### src/rtl/i2c_bit_sequencer_if.sv
// rtl/i2c_bit_sequencer_if.sv - host command and open-drain pad bundle for the I2C bit sequencer
// master = host/pad side, slave = sequencer side.
interface i2c_bit_sequencer_if;
    logic       cmd_valid;
    logic       cmd_ready;
    logic [1:0] cmd;
    logic [7:0] tx_data;
    logic       ack_in;
    logic [7:0] rd_data;
    logic       ack_rx;
    logic       done;
    logic       err;
    logic       busy;
    logic       scl_oe;
    logic       sda_oe;
    logic       scl_in;
    logic       sda_in;

    modport master (
        output cmd_valid, cmd, tx_data, ack_in, scl_in, sda_in,
        input  cmd_ready, rd_data, ack_rx, done, err, busy, scl_oe, sda_oe
    );

    modport slave (
        input  cmd_valid, cmd, tx_data, ack_in, scl_in, sda_in,
        output cmd_ready, rd_data, ack_rx, done, err, busy, scl_oe, sda_oe
    );
endinterface

### src/rtl/i2c_bit_sequencer.sv
// rtl/i2c_bit_sequencer.sv - byte-level I2C master sequencing START/WRITE/READ/STOP on open-drain pads
// Every bit is four quarter-bit phases of CLK_DIV clocks; a released SCL held low by a slave freezes timing.
module i2c_bit_sequencer #(
    parameter int CLK_DIV = 125
) (
    input  logic               clk,
    input  logic               reset,
    i2c_bit_sequencer_if.slave bus
);

    localparam int             CW       = $clog2(CLK_DIV);
    localparam logic [CW-1:0]  CNT_LAST = CW'(CLK_DIV - 1);

    localparam logic [1:0] CMD_START = 2'b00;
    localparam logic [1:0] CMD_WRITE = 2'b01;
    localparam logic [1:0] CMD_READ  = 2'b10;

    typedef enum logic [2:0] {
        S_IDLE,
        S_START,
        S_BIT,
        S_STOP,
        S_REJECT,
        S_DONE
    } state_t;

    state_t         state_q, state_d;
    logic [CW-1:0]  cnt_q, cnt_d;
    logic [1:0]     qtr_q, qtr_d;
    logic [3:0]     bit_q, bit_d;
    logic           pre_q, pre_d;
    logic           owned_q, owned_d;
    logic           rej_q, rej_d;
    logic           sda_last_q, sda_last_d;
    logic [1:0]     op_q, op_d;
    logic [8:0]     tx_q, tx_d;
    logic [8:0]     rx_q, rx_d;
    logic [7:0]     rd_data_q, rd_data_d;
    logic           ack_rx_q, ack_rx_d;

    logic           scl_oe_c;
    logic           sda_oe_c;
    logic           busy_c;
    logic           accept;
    logic           active;
    logic           freeze;
    logic           tick;

    assign accept = bus.cmd_valid && !busy_c;
    assign active = (state_q == S_START) || (state_q == S_BIT) || (state_q == S_STOP);
    // A slave holding a released SCL low stretches the current quarter indefinitely.
    assign freeze = active && !scl_oe_c && !bus.scl_in;
    assign tick   = active && !freeze && (cnt_q == CNT_LAST);

    // State register
    always_ff @(posedge clk) begin
        if (reset) begin
            state_q <= S_IDLE;
        end else begin
            state_q <= state_d;
        end
    end

    always_ff @(posedge clk) begin
        if (reset) begin
            cnt_q      <= '0;
            qtr_q      <= '0;
            bit_q      <= '0;
            pre_q      <= 1'b0;
            owned_q    <= 1'b0;
            rej_q      <= 1'b0;
            sda_last_q <= 1'b0;
            op_q       <= '0;
            tx_q       <= '0;
            rx_q       <= '0;
            rd_data_q  <= '0;
            ack_rx_q   <= 1'b0;
        end else begin
            cnt_q      <= cnt_d;
            qtr_q      <= qtr_d;
            bit_q      <= bit_d;
            pre_q      <= pre_d;
            owned_q    <= owned_d;
            rej_q      <= rej_d;
            sda_last_q <= sda_last_d;
            op_q       <= op_d;
            tx_q       <= tx_d;
            rx_q       <= rx_d;
            rd_data_q  <= rd_data_d;
            ack_rx_q   <= ack_rx_d;
        end
    end

    // Next-state and datapath
    always_comb begin
        state_d    = state_q;
        cnt_d      = cnt_q;
        qtr_d      = qtr_q;
        bit_d      = bit_q;
        pre_d      = pre_q;
        owned_d    = owned_q;
        rej_d      = rej_q;
        op_d       = op_q;
        tx_d       = tx_q;
        rx_d       = rx_q;
        rd_data_d  = rd_data_q;
        ack_rx_d   = ack_rx_q;
        sda_last_d = sda_oe_c;

        case (state_q)
            S_IDLE: begin
                if (accept) begin
                    cnt_d = '0;
                    qtr_d = '0;
                    bit_d = '0;
                    rej_d = 1'b0;
                    rx_d  = '0;
                    op_d  = bus.cmd;
                    case (bus.cmd)
                        CMD_START: begin
                            state_d = S_START;
                            pre_d   = owned_q;
                        end
                        CMD_WRITE: begin
                            // Trailing 1 releases SDA for the slave's ACK.
                            tx_d    = {bus.tx_data, 1'b1};
                            state_d = owned_q ? S_BIT : S_REJECT;
                        end
                        CMD_READ: begin
                            tx_d    = {8'hFF, bus.ack_in};
                            state_d = owned_q ? S_BIT : S_REJECT;
                        end
                        default: begin
                            state_d = owned_q ? S_STOP : S_REJECT;
                        end
                    endcase
                end
            end

            S_START, S_BIT, S_STOP: begin
                if (!freeze) begin
                    cnt_d = tick ? '0 : cnt_q + 1'b1;
                end
                if (tick) begin
                    qtr_d = qtr_q + 2'd1;
                    case (state_q)
                        S_START: begin
                            if (pre_q) begin
                                pre_d = 1'b0;
                                qtr_d = qtr_q;
                            end else if (qtr_q == 2'd3) begin
                                state_d = S_DONE;
                                owned_d = 1'b1;
                            end
                        end
                        S_BIT: begin
                            if (qtr_q == 2'd1) begin
                                rx_d = {rx_q[7:0], bus.sda_in};
                            end
                            if (qtr_q == 2'd3) begin
                                tx_d = {tx_q[7:0], 1'b1};
                                if (bit_q == 4'd8) begin
                                    state_d = S_DONE;
                                    if (op_q == CMD_READ) begin
                                        rd_data_d = rx_q[8:1];
                                    end else begin
                                        ack_rx_d = rx_q[0];
                                    end
                                end else begin
                                    bit_d = bit_q + 4'd1;
                                end
                            end
                        end
                        default: begin
                            if (qtr_q == 2'd3) begin
                                state_d = S_DONE;
                                owned_d = 1'b0;
                            end
                        end
                    endcase
                end
            end

            S_REJECT: begin
                state_d = S_DONE;
                rej_d   = 1'b1;
            end

            default: begin
                state_d = S_IDLE;
            end
        endcase
    end

    // Outputs; outside a bus phase an owned bus parks SCL low with SDA at its last level.
    always_comb begin
        scl_oe_c = owned_q;
        sda_oe_c = owned_q & sda_last_q;
        case (state_q)
            S_START: begin
                if (pre_q) begin
                    scl_oe_c = 1'b1;
                    sda_oe_c = 1'b0;
                end else begin
                    scl_oe_c = (qtr_q == 2'd3);
                    sda_oe_c = qtr_q[1];
                end
            end
            S_BIT: begin
                scl_oe_c = (qtr_q == 2'd0) || (qtr_q == 2'd3);
                sda_oe_c = ~tx_q[8];
            end
            S_STOP: begin
                scl_oe_c = (qtr_q == 2'd0);
                sda_oe_c = ~qtr_q[1];
            end
            default: begin
            end
        endcase
    end

    assign busy_c        = (state_q != S_IDLE);
    assign bus.busy      = busy_c;
    assign bus.cmd_ready = ~busy_c;
    assign bus.done      = (state_q == S_DONE);
    assign bus.err       = (state_q == S_DONE) && rej_q;
    assign bus.scl_oe    = scl_oe_c;
    assign bus.sda_oe    = sda_oe_c;
    assign bus.rd_data   = rd_data_q;
    assign bus.ack_rx    = ack_rx_q;

endmodule

### src/flat_wrapper.sv
// flat-port wrapper written by rule: the top's interface ports become plain ports
module i2c_bit_sequencer_flat 
#(
    parameter int CLK_DIV = 125
)
  (clk, reset, bus_cmd_valid, bus_cmd, bus_tx_data, bus_ack_in, bus_scl_in, bus_sda_in, bus_cmd_ready, bus_rd_data, bus_ack_rx, bus_done, bus_err, bus_busy, bus_scl_oe, bus_sda_oe);
  i2c_bit_sequencer_if bus_i ();
  input  logic clk;
  input  logic reset;
  input wire logic [$bits(bus_i.cmd_valid)-1:0] bus_cmd_valid;
  input wire logic [$bits(bus_i.cmd)-1:0] bus_cmd;
  input wire logic [$bits(bus_i.tx_data)-1:0] bus_tx_data;
  input wire logic [$bits(bus_i.ack_in)-1:0] bus_ack_in;
  input wire logic [$bits(bus_i.scl_in)-1:0] bus_scl_in;
  input wire logic [$bits(bus_i.sda_in)-1:0] bus_sda_in;
  output wire logic [$bits(bus_i.cmd_ready)-1:0] bus_cmd_ready;
  output wire logic [$bits(bus_i.rd_data)-1:0] bus_rd_data;
  output wire logic [$bits(bus_i.ack_rx)-1:0] bus_ack_rx;
  output wire logic [$bits(bus_i.done)-1:0] bus_done;
  output wire logic [$bits(bus_i.err)-1:0] bus_err;
  output wire logic [$bits(bus_i.busy)-1:0] bus_busy;
  output wire logic [$bits(bus_i.scl_oe)-1:0] bus_scl_oe;
  output wire logic [$bits(bus_i.sda_oe)-1:0] bus_sda_oe;
  assign bus_i.cmd_valid = bus_cmd_valid;
  assign bus_i.cmd = bus_cmd;
  assign bus_i.tx_data = bus_tx_data;
  assign bus_i.ack_in = bus_ack_in;
  assign bus_i.scl_in = bus_scl_in;
  assign bus_i.sda_in = bus_sda_in;
  assign bus_cmd_ready = bus_i.cmd_ready;
  assign bus_rd_data = bus_i.rd_data;
  assign bus_ack_rx = bus_i.ack_rx;
  assign bus_done = bus_i.done;
  assign bus_err = bus_i.err;
  assign bus_busy = bus_i.busy;
  assign bus_scl_oe = bus_i.scl_oe;
  assign bus_sda_oe = bus_i.sda_oe;
  i2c_bit_sequencer #(.CLK_DIV(CLK_DIV)) u_core (.clk(clk), .reset(reset), .bus(bus_i));
endmodule
### config.mk
export PLATFORM = sky130hd
export DESIGN_NAME = i2c_bit_sequencer_flat
export DESIGN_NICKNAME = d
export VERILOG_FILES = /design/src/rtl/i2c_bit_sequencer_if.sv /design/src/rtl/i2c_bit_sequencer.sv /design/src/flat_wrapper.sv
export SDC_FILE = /design/constraint.sdc
export NUM_CORES = 1
export LEC_CHECK = 0
export ABC_AREA = 1
export BUFFER_PORTS_ARGS = -buffer_cell sky130_fd_sc_hd__buf_2
export CAP_MARGIN = 20
export CELL_PAD_IN_SITES_DETAIL_PLACEMENT = 0
export CELL_PAD_IN_SITES_GLOBAL_PLACEMENT = 2
export CORE_ASPECT_RATIO = 2
export CORE_MARGIN = 2
export CORE_UTILIZATION = 29
export CTS_CLUSTER_SIZE = 24
export DETAILED_ROUTE_END_ITERATION = 6
export PLACE_DENSITY = 0.84
export REMOVE_ABC_BUFFERS = 1
export SLEW_MARGIN = 20
export SYNTH_ARGS = -nofsm -noshare
export SYNTH_HDL_FRONTEND = slang
export SYNTH_SLANG_ARGS = --single-unit
### constraint.sdc
create_clock -name clk -period 1.8 [get_ports clk]
set_clock_uncertainty 0.2 [all_clocks]
set_input_delay 0.27 -clock clk [delete_from_list [all_inputs] [get_ports clk]]
set_output_delay 0.27 -clock clk [all_outputs]
set_load 0.05 [all_outputs]
==> flow_summary.ini <==
[layout]
n_fill_cell = 962
area_delta_synth_final_pct = 47.82
layout.cells.most_common = sky130_fd_sc_hd__nor2_1
area.sequential_um2 = 997.2
finish.net_count = 524
final_cell_mix = 73 x sky130_fd_sc_hd__nor2_1, 61 x sky130_fd_sc_hd__nand2_1, 51 x sky130_fd_sc_hd__buf_4
drive_above_1_share = 0.3835
area_of_the_multi_input_gates_um2 = 1934
antenna_cells = 0

[power]
leakagePower_nw = 1.896
finalPower_mw = 8.142
power.ir.vdd_worst_v = 0.001230
power_per_cell_area_nw_per_um2 = 1962

[timing]
timing.setup.tns_ns = -3.372
report.final.hold_viol_count = 0
setup_violations = 45
worst_slew_pin_slew_ns = 0.5127
min_period_over_period = 1.085
setup_repair_after_global_routing_missed_its_margin = yes
timing.final.ws_setup_ns = -0.1537
fin_crit_ns = 1.954
slew_viol_final = 0
max_clock_freq_mhz = 511.9
relSlewSlack = 0.6561

[routing]
route.antenna.remaining_nets = 0
route.detailed.vias_per_inst = 4.721
first_iter_violations = 103
routed_wire_length_per_instance_um = 13.25
vias = 2842
drc = 0
firstDrtPassIters = 4
postRouteWirelength_um = 7979

[die]
die_area_um2 = 10530
num_io_pins = 31
initial_utilization = 0.2992
die_w_um = 73.58
number_of_core_rows = 50
die-height_um = 143.2
fp.coreArea_um2 = 9384

[critical_path]
critPathLaunchType = flop
critPathRequiredTime_ns = 1.82
path_class = flop to flop
cp_data_arrival_time_ns = 1.98
worst-path-max-fanout = 8
critical_path.slowest_cell = sky130_fd_sc_hd__dfxtp_2
worstPathCellList = inv_2 -> ha_4 -> inv_2 -> nand3_2 -> nand2_2 -> nor2_4 -> nand2_2 -> nand2_4 -> nand2_8 -> buf_6 -> nand4_1 -> nand2_1 -> nor2_1
cpPeakStageDelay_ns = 0.36
crit_end_category = flop

[clock_tree]
clk_buf_depth = 2
clkTransAtPathRegs_ns = 0.07
cts_inserted_buffers = 5
clk_root_buffer_cell = sky130_fd_sc_hd__clkbuf_16
clkLatencyLatePin_ns = 0.29
clock_tree_from_tritoncts = built
ctsHtreeMaxLevel = 2
clock_sink_count = 49
cts_hold_repair.buffers = 0

[yosys]
synth-seq-cells = 49
synth.avg_cell_area_um2 = 6.865
netlist-cell-type-count = 39
synth.yosys.seq_area_share = 0.3494
synth_flop_cell = sky130_fd_sc_hd__dfxtp_1
post_synth_inst_count = 409
yosysWarnings = 0
synth_edf_count = 0
mappedNetlistArea_um2 = 2808
synthArstFlopShare = 0

[placed_design]
io_buffers = 30
dp_slack_ns = -0.2245
gp_congestion = 0.8247
dp_hpwl_um = 5276

[outcome]
violations_in_the_final_reports = setup timing
run_status = finished with violations

[global_route]
vias_in_the_first_global_route = 2750
globalRouteMet1Util = 0.1551
globalRoute.totalOverflow = 0
busiest_layer = met2
grt_util_met2 = 0.2961
wire_length_of_the_first_global_routing_pass_um = 12740
met3_usage = 0.02399
number_of_antenna_violations_at_the_first_check_in_global_routing = 0
track_usage = 0.1580
grt_start_max_net_pins = 28

[flow_run]
cap_violations = 0

[min_path]
hp-class = primary input to flop
-- where the power goes --
part	switching, mW	leakage (nW)	internal [mW]	total (mW)
combinational	3.13	1.41	2.27	5.40
clock	0.441	0.0810	0.660	1.10
sequential	0.226	0.403	1.42	1.64
total	3.79	1.90	4.35	8.14
-- final timing paths --
check / startpoint / end / slack [ns] / cells past startpoint
max: u_core.qtr_q[1]$_SDFFE_PP0P_ / u_core.qtr_q[1]$_SDFFE_PP0P_ / -0.15 / 13
max reg2reg: u_core.qtr_q[1]$_SDFFE_PP0P_ / u_core.qtr_q[1]$_SDFFE_PP0P_ / -0.15 / 13
min: bus_cmd_valid / u_core.op_q[0]$_SDFFE_PP0P_ / 0.11 / 3
min reg2reg: u_core.rej_q$_SDFFE_PP0P_ / u_core.rej_q$_SDFFE_PP0P_ / 0.28 / 2
-- cell type report --
cell class,count,share of cell area
inverters,56,0.05246
well taps,104,0.03135
clock buffers,6,0.03105
clock inverters,2,0.009346
repair buffers,91,0.1694
flip-flops and latches,49,0.2403
multi-input cells,294,0.4661
-- layer usage --
layer	share of wire	vias up
li1	-	1466
met1	0.36	1301
met2	0.56	50
met3	0.025	25
met4	0.056	0
met5	0	-
-- per-stage QoR --
| step | util | instances | instance area (µm²) | hold slack (ns) |
|---|---|---|---|---|
| after CTS | 0.4205 | 598 | 3946 | 0.08758 |
| after global routing | 0.4423 | 602 | 4150 | 0.1359 |
| after global placement | 0.3633 | 581 | 3410 | 0.2667 |
| final | 0.4423 | 602 | 4150 | 0.1091 |
| after floorplan | - | 393 | 2699 | 0.1324 |
| after detailed placement | 0.3633 | 581 | 3410 | 0.2660 |
-- repair_timing --
| item | CTS | global route |
|---|---|---|
| endpoints found under the setup margin | 51 | 50 |
| setup buffers | 5 | 5 |
| resized for setup | 80 | 45 |
| gates cloned | 6 | 0 |
| pin swaps | 23 | 30 |
-- critical path, delay by kind of cell, from the launching register on --
family / cells / cell delay (ns)
fa+ha+maj: 1 / 0.27
buf+inv: 3 / 0.25
flops: 1 / 0.36
simple gates: 9 / 0.79
-- cells in the mapped netlist, drive strengths merged, types with 2 or more instances --
cell,count,share of area
xnor2,3,0.0094
dfxtp,49,0.35
a21oi,14,0.030
nor3,6,0.012
nand2,95,0.14
nand4,13,0.029
a31oi,3,0.0067
nor2,87,0.14
o21a,2,0.0053
nor3b,2,0.0053
clkbuf,6,0.0080
inv,55,0.074
buf,10,0.031
ha,11,0.049
or2,2,0.0045
o21ai,22,0.039
xor2,2,0.0062
and2,2,0.0045
nand3,18,0.041
-- cell families after synthesis --
family	Yosys count	synth area share
AND/OR/NAND/NOR	227	0.3779
flip-flops	49	0.3494
XOR/XNOR	5	0.01560
adder cells (fa/ha/maj)	11	0.04902
buffers and inverters	72	0.1145
AO/OA/AOI/OAI	45	0.09359
-- sequential cells by signal, summed over array words and instances, names as in the netlist, 2 cells and up --
register,count
u_core.rx_q,9
u_core.cnt_q,7
u_core.op_q,2
u_core.qtr_q,2
u_core.bit_q,4
u_core.tx_q,9
u_core.bus.rd_data,8
u_core.state_q,3
Power figures use the tool's default switching activity.
